**src/rtl/serial_cmd_pkg.sv**
```systemverilog
// Shared types and constants for the serial command scheduler.
// Holds the FSM state encoding and the status bytes returned to the host.
package serial_cmd_pkg;

   typedef enum logic [2:0] {
      S_IDLE   = 3'd0,
      S_GAP    = 3'd1,
      S_DECODE = 3'd2,
      S_ACK    = 3'd3,
      S_DRAIN  = 3'd4,
      S_RSP0   = 3'd5,
      S_RSP1   = 3'd6
   } state_t;

   localparam logic [7:0] STATUS_OK      = 8'h00;
   localparam logic [7:0] STATUS_DEC_ERR = 8'hEE;
   localparam logic [7:0] STATUS_TIMEOUT = 8'hEF;

   function automatic logic [7:0] sat_sub(
      input logic [7:0] a,
      input logic [7:0] b
   );
      return (a > b) ? (a - b) : 8'd0;
   endfunction

endpackage

```
**src/rtl/serial_frame_gap_detector.sv**
```systemverilog
// Frame-end detector: counts idle cycles since the last RX push and
// commits the frame on a long enough gap or a full FIFO.
module serial_frame_gap_detector #(
   parameter int SIZE_WIDTH      = 5,
   parameter int MAX_FRAME_BYTES = 16,
   parameter int IDLE_GAP_CYCLES = 5000
) (
   input  logic                  clk,
   input  logic                  rst,
   input  logic                  active,
   input  logic                  rx_push,
   input  logic [SIZE_WIDTH-1:0] rx_size,
   output logic                  frame_commit
);

   localparam int GW = (IDLE_GAP_CYCLES > 1) ? $clog2(IDLE_GAP_CYCLES) : 1;
   localparam logic [GW-1:0] GAP_LAST = GW'(IDLE_GAP_CYCLES - 1);

   logic [GW-1:0] gap_cnt;
   logic          size_hit;
   logic          gap_hit;

   always_ff @(posedge clk) begin
      if (!rst || !active || rx_push) begin
         gap_cnt <= '0;
      end else if (gap_cnt != GAP_LAST) begin
         gap_cnt <= gap_cnt + 1'b1;
      end
   end

   // Size check wins over a push landing in the same cycle.
   assign size_hit     = (rx_size >= SIZE_WIDTH'(MAX_FRAME_BYTES));
   assign gap_hit      = (gap_cnt == GAP_LAST);
   assign frame_commit = active & (size_hit | gap_hit);

endmodule

```
**src/rtl/serial_cmd_scheduler.sv**
```systemverilog
// Serial command path sequencer: frame detect, decode handshake, drain, reply.
// Optional SERIAL_CMD_SCHEDULER_STATS_EN adds stat_ok/stat_err counters.
module serial_cmd_scheduler
   import serial_cmd_pkg::*;
#(
   parameter int SIZE_WIDTH      = 5,
   parameter int MAX_FRAME_BYTES = 16,
   parameter int IDLE_GAP_CYCLES = 5000,
   parameter int DECODE_TIMEOUT  = 1024
) (
   input  logic                  clk,
   input  logic                  rst,
   input  logic                  rx_push,
   input  logic                  rx_empty,
   input  logic [SIZE_WIDTH-1:0] rx_size,
   output logic                  rx_pop,
   input  logic                  dec_read_clk,
   output logic                  cmd_ready,
   input  logic                  cmd_processed,
   input  logic                  cmd_decode_success,
   input  logic [7:0]            cmd_bytes_processed,
   output logic                  cmd_processed_received,
   input  logic                  tx_full,
   output logic                  tx_push,
   output logic [7:0]            tx_data,
   output logic                  busy
`ifdef SERIAL_CMD_SCHEDULER_STATS_EN
   ,
   output logic [15:0]           stat_ok,
   output logic [15:0]           stat_err
`endif
);

   localparam int TW = (DECODE_TIMEOUT > 1) ? $clog2(DECODE_TIMEOUT) : 1;
   localparam logic [TW-1:0] TO_LAST = TW'(DECODE_TIMEOUT - 1);

   state_t                state;
   state_t                state_n;
   logic [SIZE_WIDTH-1:0] frame_len;
   logic [7:0]            status;
   logic [7:0]            count;
   logic [7:0]            residual;
   logic [TW-1:0]         to_cnt;
   logic                  drain_wait;
   logic                  drain_pulse;
   logic                  frame_commit;
   logic                  to_hit;

   serial_frame_gap_detector #(
      .SIZE_WIDTH      (SIZE_WIDTH),
      .MAX_FRAME_BYTES (MAX_FRAME_BYTES),
      .IDLE_GAP_CYCLES (IDLE_GAP_CYCLES)
   ) u_gap (
      .clk          (clk),
      .rst          (rst),
      .active       (state == S_GAP),
      .rx_push      (rx_push),
      .rx_size      (rx_size),
      .frame_commit (frame_commit)
   );

   assign to_hit = (to_cnt == TO_LAST);

   always_comb begin
      state_n                = state;
      rx_pop                 = 1'b0;
      cmd_ready              = 1'b0;
      cmd_processed_received = 1'b0;
      tx_push                = 1'b0;
      tx_data                = 8'h00;
      drain_pulse            = 1'b0;
      busy                   = (state != S_IDLE);
      unique case (state)
         S_IDLE: begin
            if (!rx_empty) state_n = S_GAP;
         end
         S_GAP: begin
            if (frame_commit) state_n = S_DECODE;
         end
         S_DECODE: begin
            cmd_ready = 1'b1;
            rx_pop    = dec_read_clk & ~rx_empty;
            if (cmd_processed) begin
               state_n = S_ACK;
            end else if (to_hit) begin
               state_n = S_DRAIN;
            end
         end
         S_ACK: begin
            cmd_processed_received = 1'b1;
            if (!cmd_processed) state_n = S_DRAIN;
         end
         S_DRAIN: begin
            // Pops are spaced one idle cycle apart so rx_empty settles.
            if (!drain_wait) begin
               if (residual == 8'd0 || rx_empty) begin
                  state_n = S_RSP0;
               end else begin
                  drain_pulse = 1'b1;
               end
            end
            rx_pop = drain_pulse;
         end
         S_RSP0: begin
            tx_data = status;
            tx_push = ~tx_full;
            if (!tx_full) state_n = S_RSP1;
         end
         S_RSP1: begin
            tx_data = count;
            tx_push = ~tx_full;
            if (!tx_full) state_n = S_IDLE;
         end
         default: begin
            state_n = S_IDLE;
         end
      endcase
   end

   always_ff @(posedge clk) begin
      if (!rst) begin
         state      <= S_IDLE;
         frame_len  <= '0;
         status     <= STATUS_OK;
         count      <= 8'h00;
         residual   <= 8'h00;
         to_cnt     <= '0;
         drain_wait <= 1'b0;
      end else begin
         state <= state_n;
         unique case (state)
            S_GAP: begin
               if (frame_commit) begin
                  frame_len <= rx_size;
                  to_cnt    <= '0;
               end
            end
            S_DECODE: begin
               to_cnt <= to_cnt + 1'b1;
               if (cmd_processed) begin
                  status <= cmd_decode_success ? STATUS_OK : STATUS_DEC_ERR;
                  count  <= cmd_bytes_processed;
               end else if (to_hit) begin
                  status     <= STATUS_TIMEOUT;
                  count      <= 8'h00;
                  residual   <= 8'(frame_len);
                  drain_wait <= 1'b0;
               end
            end
            S_ACK: begin
               if (!cmd_processed) begin
                  residual   <= (status == STATUS_OK) ? 8'd0 :
                                sat_sub(8'(frame_len), count);
                  drain_wait <= 1'b0;
               end
            end
            S_DRAIN: begin
               if (drain_pulse) begin
                  residual   <= residual - 8'd1;
                  drain_wait <= 1'b1;
               end else begin
                  drain_wait <= 1'b0;
               end
            end
            default: begin
            end
         endcase
      end
   end

`ifdef SERIAL_CMD_SCHEDULER_STATS_EN
   always_ff @(posedge clk) begin
      if (!rst) begin
         stat_ok  <= 16'h0000;
         stat_err <= 16'h0000;
      end else if (state == S_RSP1 && !tx_full) begin
         if (status == STATUS_OK) begin
            if (stat_ok != 16'hFFFF) stat_ok <= stat_ok + 16'd1;
         end else begin
            if (stat_err != 16'hFFFF) stat_err <= stat_err + 16'd1;
         end
      end
   end
`endif

endmodule
```
**config.mk**
```make
export PLATFORM = sky130hd
export DESIGN_NAME = serial_cmd_scheduler
export DESIGN_NICKNAME = d
export VERILOG_FILES = /design/src/rtl/serial_cmd_pkg.sv /design/src/rtl/serial_frame_gap_detector.sv /design/src/rtl/serial_cmd_scheduler.sv
export SDC_FILE = /design/constraint.sdc
export NUM_CORES = 1
export LEC_CHECK = 0
export BUFFER_PORTS_ARGS = -buffer_cell sky130_fd_sc_hd__clkbuf_2
export CAP_MARGIN = 20
export CORE_ASPECT_RATIO = 0.9
export CORE_UTILIZATION = 46
export DETAILED_ROUTE_END_ITERATION = 6
export PLACE_DENSITY = 0.73
export SLEW_MARGIN = 20
export SYNTH_ARGS = -nofsm -noshare
export SYNTH_HDL_FRONTEND = slang
export SYNTH_SLANG_ARGS = --single-unit
export TNS_END_PERCENT = 30
```
**constraint.sdc**
```tcl
create_clock -name clk -period 3.8 [get_ports clk]
set_input_delay 0.38 -clock clk [delete_from_list [all_inputs] [get_ports clk]]
set_output_delay 0.38 -clock clk [all_outputs]
set_load 0.1 [all_outputs]
```
# Yosys cells after proc, flatten, opt, wreduce, memory -nomap -nowiden
# Index checks and enable logic that the tools add are counted.
# classes
bitwise_logic	5
shifts	0
div	0
n_mux	37
add_sub_neg	4
reduce_logical	19
mul	0
n_lt_le_gt_ge	2
eq_ne	20
# ops
cell	n
8-bit two-way mux	11
3-bit two-way mux	9
8-bit one-hot mux with 3 select lines	1
3-bit one-hot mux with 7 select lines	1
2-bit != test, second input constant	10
10-bit one-hot mux with 2 select lines	1
8-bit logical NOT	2
8-bit one-hot mux with 2 select lines	1
13-bit by 1-bit adder with 13-bit output, second input constant	1
13-bit == test, second input constant	1
13-bit != test, second input constant	1
10-bit by 1-bit adder with 10-bit output, second input constant	1
10-bit == test, second input constant	1
1-bit two-way mux	10
10-bit two-way mux	1
3-bit == test, second input constant	3
5-bit by 8-bit > comparator with 1-bit output	1
8-bit AND reduction	1
5-bit by 8-bit subtractor with 8-bit output	1
8-bit by 1-bit subtractor with 8-bit output, second input constant	1
3-bit by 2-bit == test with 1-bit output, second input constant	2
2-bit AND reduction	3
3-bit nonzero test	2
5-bit greater-or-equal comparator, second input constant	1
14 further kinds	20
# word_totals
latchBits	0
romBits	0
n_memories	0
ff_bits	56
ram_bits	0
word_cells	95

# Logic depth before layout (Yosys ltp)
# logic_depth
word_depth	7
mapped_depth	8
ltp_nobuf	8

# Hierarchy
# Synthesis repeated with hierarchy kept, for this count alone.
# unflattened
cells_unflattened	372
area_unflattened_um2	2927.8
# by_module_without_submodules
module	area_each_um2	seq_area_each_um2	cells_per_inst	n_inst
serial_cmd_scheduler	2282.2	740.7	297	1
serial_frame_gap_detector	645.6	260.2	75	1

# Worst setup path after synthesis
# OpenSTA, ideal clock, no wires.
# synth_path
path_kind	reg-to-output
start	register state[1]
end	output tx_data[1]
n_path_buf	2
slack_ps	206
arrival_ps	3214
path_stages_with_launch	6
cell_sequence	dfxtp_1 clkbuf_1 nor2b_1 clkbuf_1 nand2_1 a21boi_0
# synth_between
elab_chain_len	2
# synth_rtl
element	line_no	text
from (decl)	serial_cmd_scheduler.sv:37	state_t state;
from (signal assigned)	serial_cmd_scheduler.sv:130	state <= state_n;
3-bit == test	serial_cmd_scheduler.sv:73	unique case (state)
8-bit one-hot mux with 2 select lines *	serial_cmd_scheduler.sv:73	
to (decl)	serial_cmd_scheduler.sv:25	output logic [7:0] tx_data,
# Mark *: on every way between the ends. The rest lies on a longest branch, timed or not.

# Worst setup path in the final report
# layout_path
start	register state[2]
end	output rx_pop
# layout_between
elab_chain_len	2
# layout_rtl
element	line_no	text
3-bit == test or 3-bit by 2-bit == test with 1-bit output (tied branches)	serial_cmd_scheduler.sv:73	
1-bit one-hot mux with 2 select lines *	serial_cmd_scheduler.sv:73	
to (decl)	serial_cmd_scheduler.sv:16	output logic rx_pop,
# Marks and branches as above.

==> flow_metrics.py <==
metrics = {
    "outcome": {
        "outcome": "finished clean",
    },
    "global_routing": {
        "grt_pass1_vias": 2380,
        "antenna_found_initial": 0,
        "grt_use_total_pct": 19.8,
        "grt_pass1_wl_mm": 10.8,
        "overflow": 0,
        "grt_max_degree": 43,
    },
    "floorplanning": {
        "dieArea_sq_um": 6600,
        "die_y_um": 77.2,
        "design.core.area_sq_um": 6080,
        "die_x_um": 85.5,
        "start_util_pct": 47.5,
        "io_pins": 34,
        "num_rows": 27,
    },
    "power_and_ir_drop": {
        "p_seq_share_pct": 41.1,
        "power.total_w": 0.00150,
        "irDropWorstVdd_uv": 266,
        "p_int_w": 0.000931,
        "power_switching_w": 0.000568,
        "leakage_nw": 1.19,
        "pwr-share-clk_pct": 25.1,
        "combinationalPowerShare_pct": 33.8,
        "powerDensity_nw_per_um2": 472,
        "switching_share_pct": 37.9,
    },
    "drt": {
        "post_drt_via_cell_ratio": 5.77,
        "drtIter0Drc": 84,
        "wl_per_cell_um": 14.0,
        "wl_mm": 6.09,
        "dr.pass1.iters": 4,
        "drtAntennaViolNets": 0,
        "drc_errors": 0,
        "vias": 2517,
    },
    "cells_and_area": {
        "nFillCells": 583,
        "drive_above_1_share_pct": 14.6,
        "finalNetCount": 394,
        "area_growth_pct": 9.92,
        "final_area_sq_um": 3170,
        "n_antenna_cell": 0,
    },
    "sta": {
        "rsz0062_at_grt": "false",
        "fin_crit_sh_pct": 75.9,
        "hold_viol": 0,
        "tns_ns": 0,
        "period_needed_ns": 2.88,
        "setup_violations": 0,
        "finClkSkew_ns": 0.0118,
        "hold_ws_ns": 0.332,
        "worst_pin_slew_ns": 0.837,
        "slew_viol_final": 0,
        "relSlewSlack_pct": 44.1,
        "timing.fmax_mhz": 347,
    },
    "synth": {
        "yosysWarnings": 0,
        "synth_top_cell_by_area": "dfxtp_1",
        "synthTopCellsByArea": "dfxtp_1, nand2_1, nor2b_1",
        "synth_cells": 339,
        "yosys-top-cells-count": "dfxtp_1, nand2_1, nor2_1, o21ai_0, nor2b_1",
        "synth_top_area_share_pct": 34.7,
        "ys_seq_area_share_pct": 34.7,
        "avgSynthCellArea_sq_um": 8.52,
        "syn_nets": 370,
        "synth_area_sq_um": 2890,
        "synthArstFlopShare_pct": 0,
        "synth_edf_count": 0,
        "synth_top_flop_cell": "dfxtp_1",
        "yosysMostFrequentCell": "dfxtp_1",
        "ys_ff_latch": 50,
        "yosysUniqueCellTypes": 59,
    },
    "place": {
        "port_buffers": 33,
        "gp_congestion": 0.897,
        "dpl_cell_area_sq_um": 3060,
        "dp_hpwl_mm": 4.48,
    },
    "clocking": {
        "clock-sinks": 50,
        "cts_tree": "done",
        "h-tree-depth": 2,
        "root_buffer": "clkbuf_8",
        "post_cts.repair.setup_buffers": 0,
        "clock_path_buffers": 2,
        "worstSkewPairLatency_ns": 0.30,
        "cts_buffers": 5,
        "hold_buffers": 0,
        "clkTransAtPathRegs_ns": 0.09,
        "cts_resized": 0,
    },
    "setup_path": {
        "crit_fanout": 19,
        "critPathLaunchType": "flip-flop",
        "worstPathArrival_ns": 2.50,
        "worstSetupPathType": "reg -> out",
        "worstPathRequired_ns": 3.42,
        "rrSetupSlack_ns": 1.10,
        "critPathCaptureType": "output port",
    },
    "job": {
        "max-cap-violations": 0,
    },
    "min_path": {
        "hold_path_class": "in -> reg",
    },
}
## power by group through the flow
stage	clock, W	sequential (W)	combinational [W]
final	0.000376	0.000617	0.000507
after detailed placement	0	0.000629	0.000505
after CTS	0.000381	0.000616	0.000511
after floorplan	0	0.000595	0.000452
after global placement	0	0.000626	0.000499
after global routing	0.000406	0.000625	0.000562
## area by class of cell
type                    instances  area [sq um]  share of cell area, %
clock inverters                 2          37.5                   1.18
multi-input cells             261          1760                   55.5
flip-flops and latches         50          1000                   31.5
inverters                      12          45.0                   1.42
well taps                      72          90.1                   2.84
repair buffers                 33           165                   5.20
clock buffers                   6          72.6                   2.29
## worst max-delay path, cell delays in order, from the launching register on
cell	delay, ns
dfxtp_1	0.61
or3b_1	0.54
a2111oi_4	0.45
a31o_2	0.16
clkbuf_2	0.44
## registers in the layout (all words and copies together), names as in the netlist
register and cells:
count 8, drain_wait 1, frame_len 5, residual 8, state 3, status 2, to_cnt 10, u_gap.gap_cnt 13
## layer usage
| layer | share of wire, % | global-route usage, % |
|---|---|---|
| met5 | 0 | 0 |
| met4 | 1.3 | 6.00 |
| met3 | 4.6 | 4.52 |
| met2 | 45 | 30.8 |
| met1 | 49 | 27.2 |
## cells by family (layout without fill, tap and decap cells)
logic type	after synthesis	after routing	share of synthesized area, %
compound gates	84	84	21.5
simple gates	145	145	28.0
buf+inv	28	53	4.29
mux	7	7	2.43
fa+ha+maj	10	10	4.59
xor+xnor	15	15	4.55
flops	50	50	34.7
## path summary, 6_finish.rpt
| path | start | to | cells past startpoint |
|---|---|---|---|
| hold / removal | rx_size[3] | frame_len[3] | 3 |
| hold reg to reg | residual[5] | residual[5] | 2 |
| setup / recovery | state[2] | rx_pop | 4 |
| setup reg to reg | state[1] | residual[0] | 6 |
## metrics by stage
step,utilization (%),cells,worst slack (ns)
after floorplan,-,339,0.206
after global placement,50.4,428,1.26
after detailed placement,50.4,428,1.17
after CTS,52.2,436,0.909
after global routing,52.2,436,0.749
final,52.2,436,0.915
## cells in the final DEF (no fill, tap or decap), drive strengths merged, types with 4 or more instances in the layout
cell,Yosys,layout
a21boi,9,9
a21oi,5,5
a22oi,11,11
a31oi,4,4
and4,4,4
clkbuf,10,39
dfxtp,50,50
ha,9,9
inv,12,12
mux2i,7,7
nand2,34,34
nand2b,4,4
nand3,8,8
nand3b,4,4
nand4,4,4
nor2,26,26
nor2b,19,19
nor3,13,13
nor3b,4,4
nor4,4,4
o211a,4,4
o21a,6,6
o21ai,22,22
o221a,5,5
or3,6,6
or3b,4,4
xnor2,7,7
xor2,8,8
(Power assumes the default switching activity.)
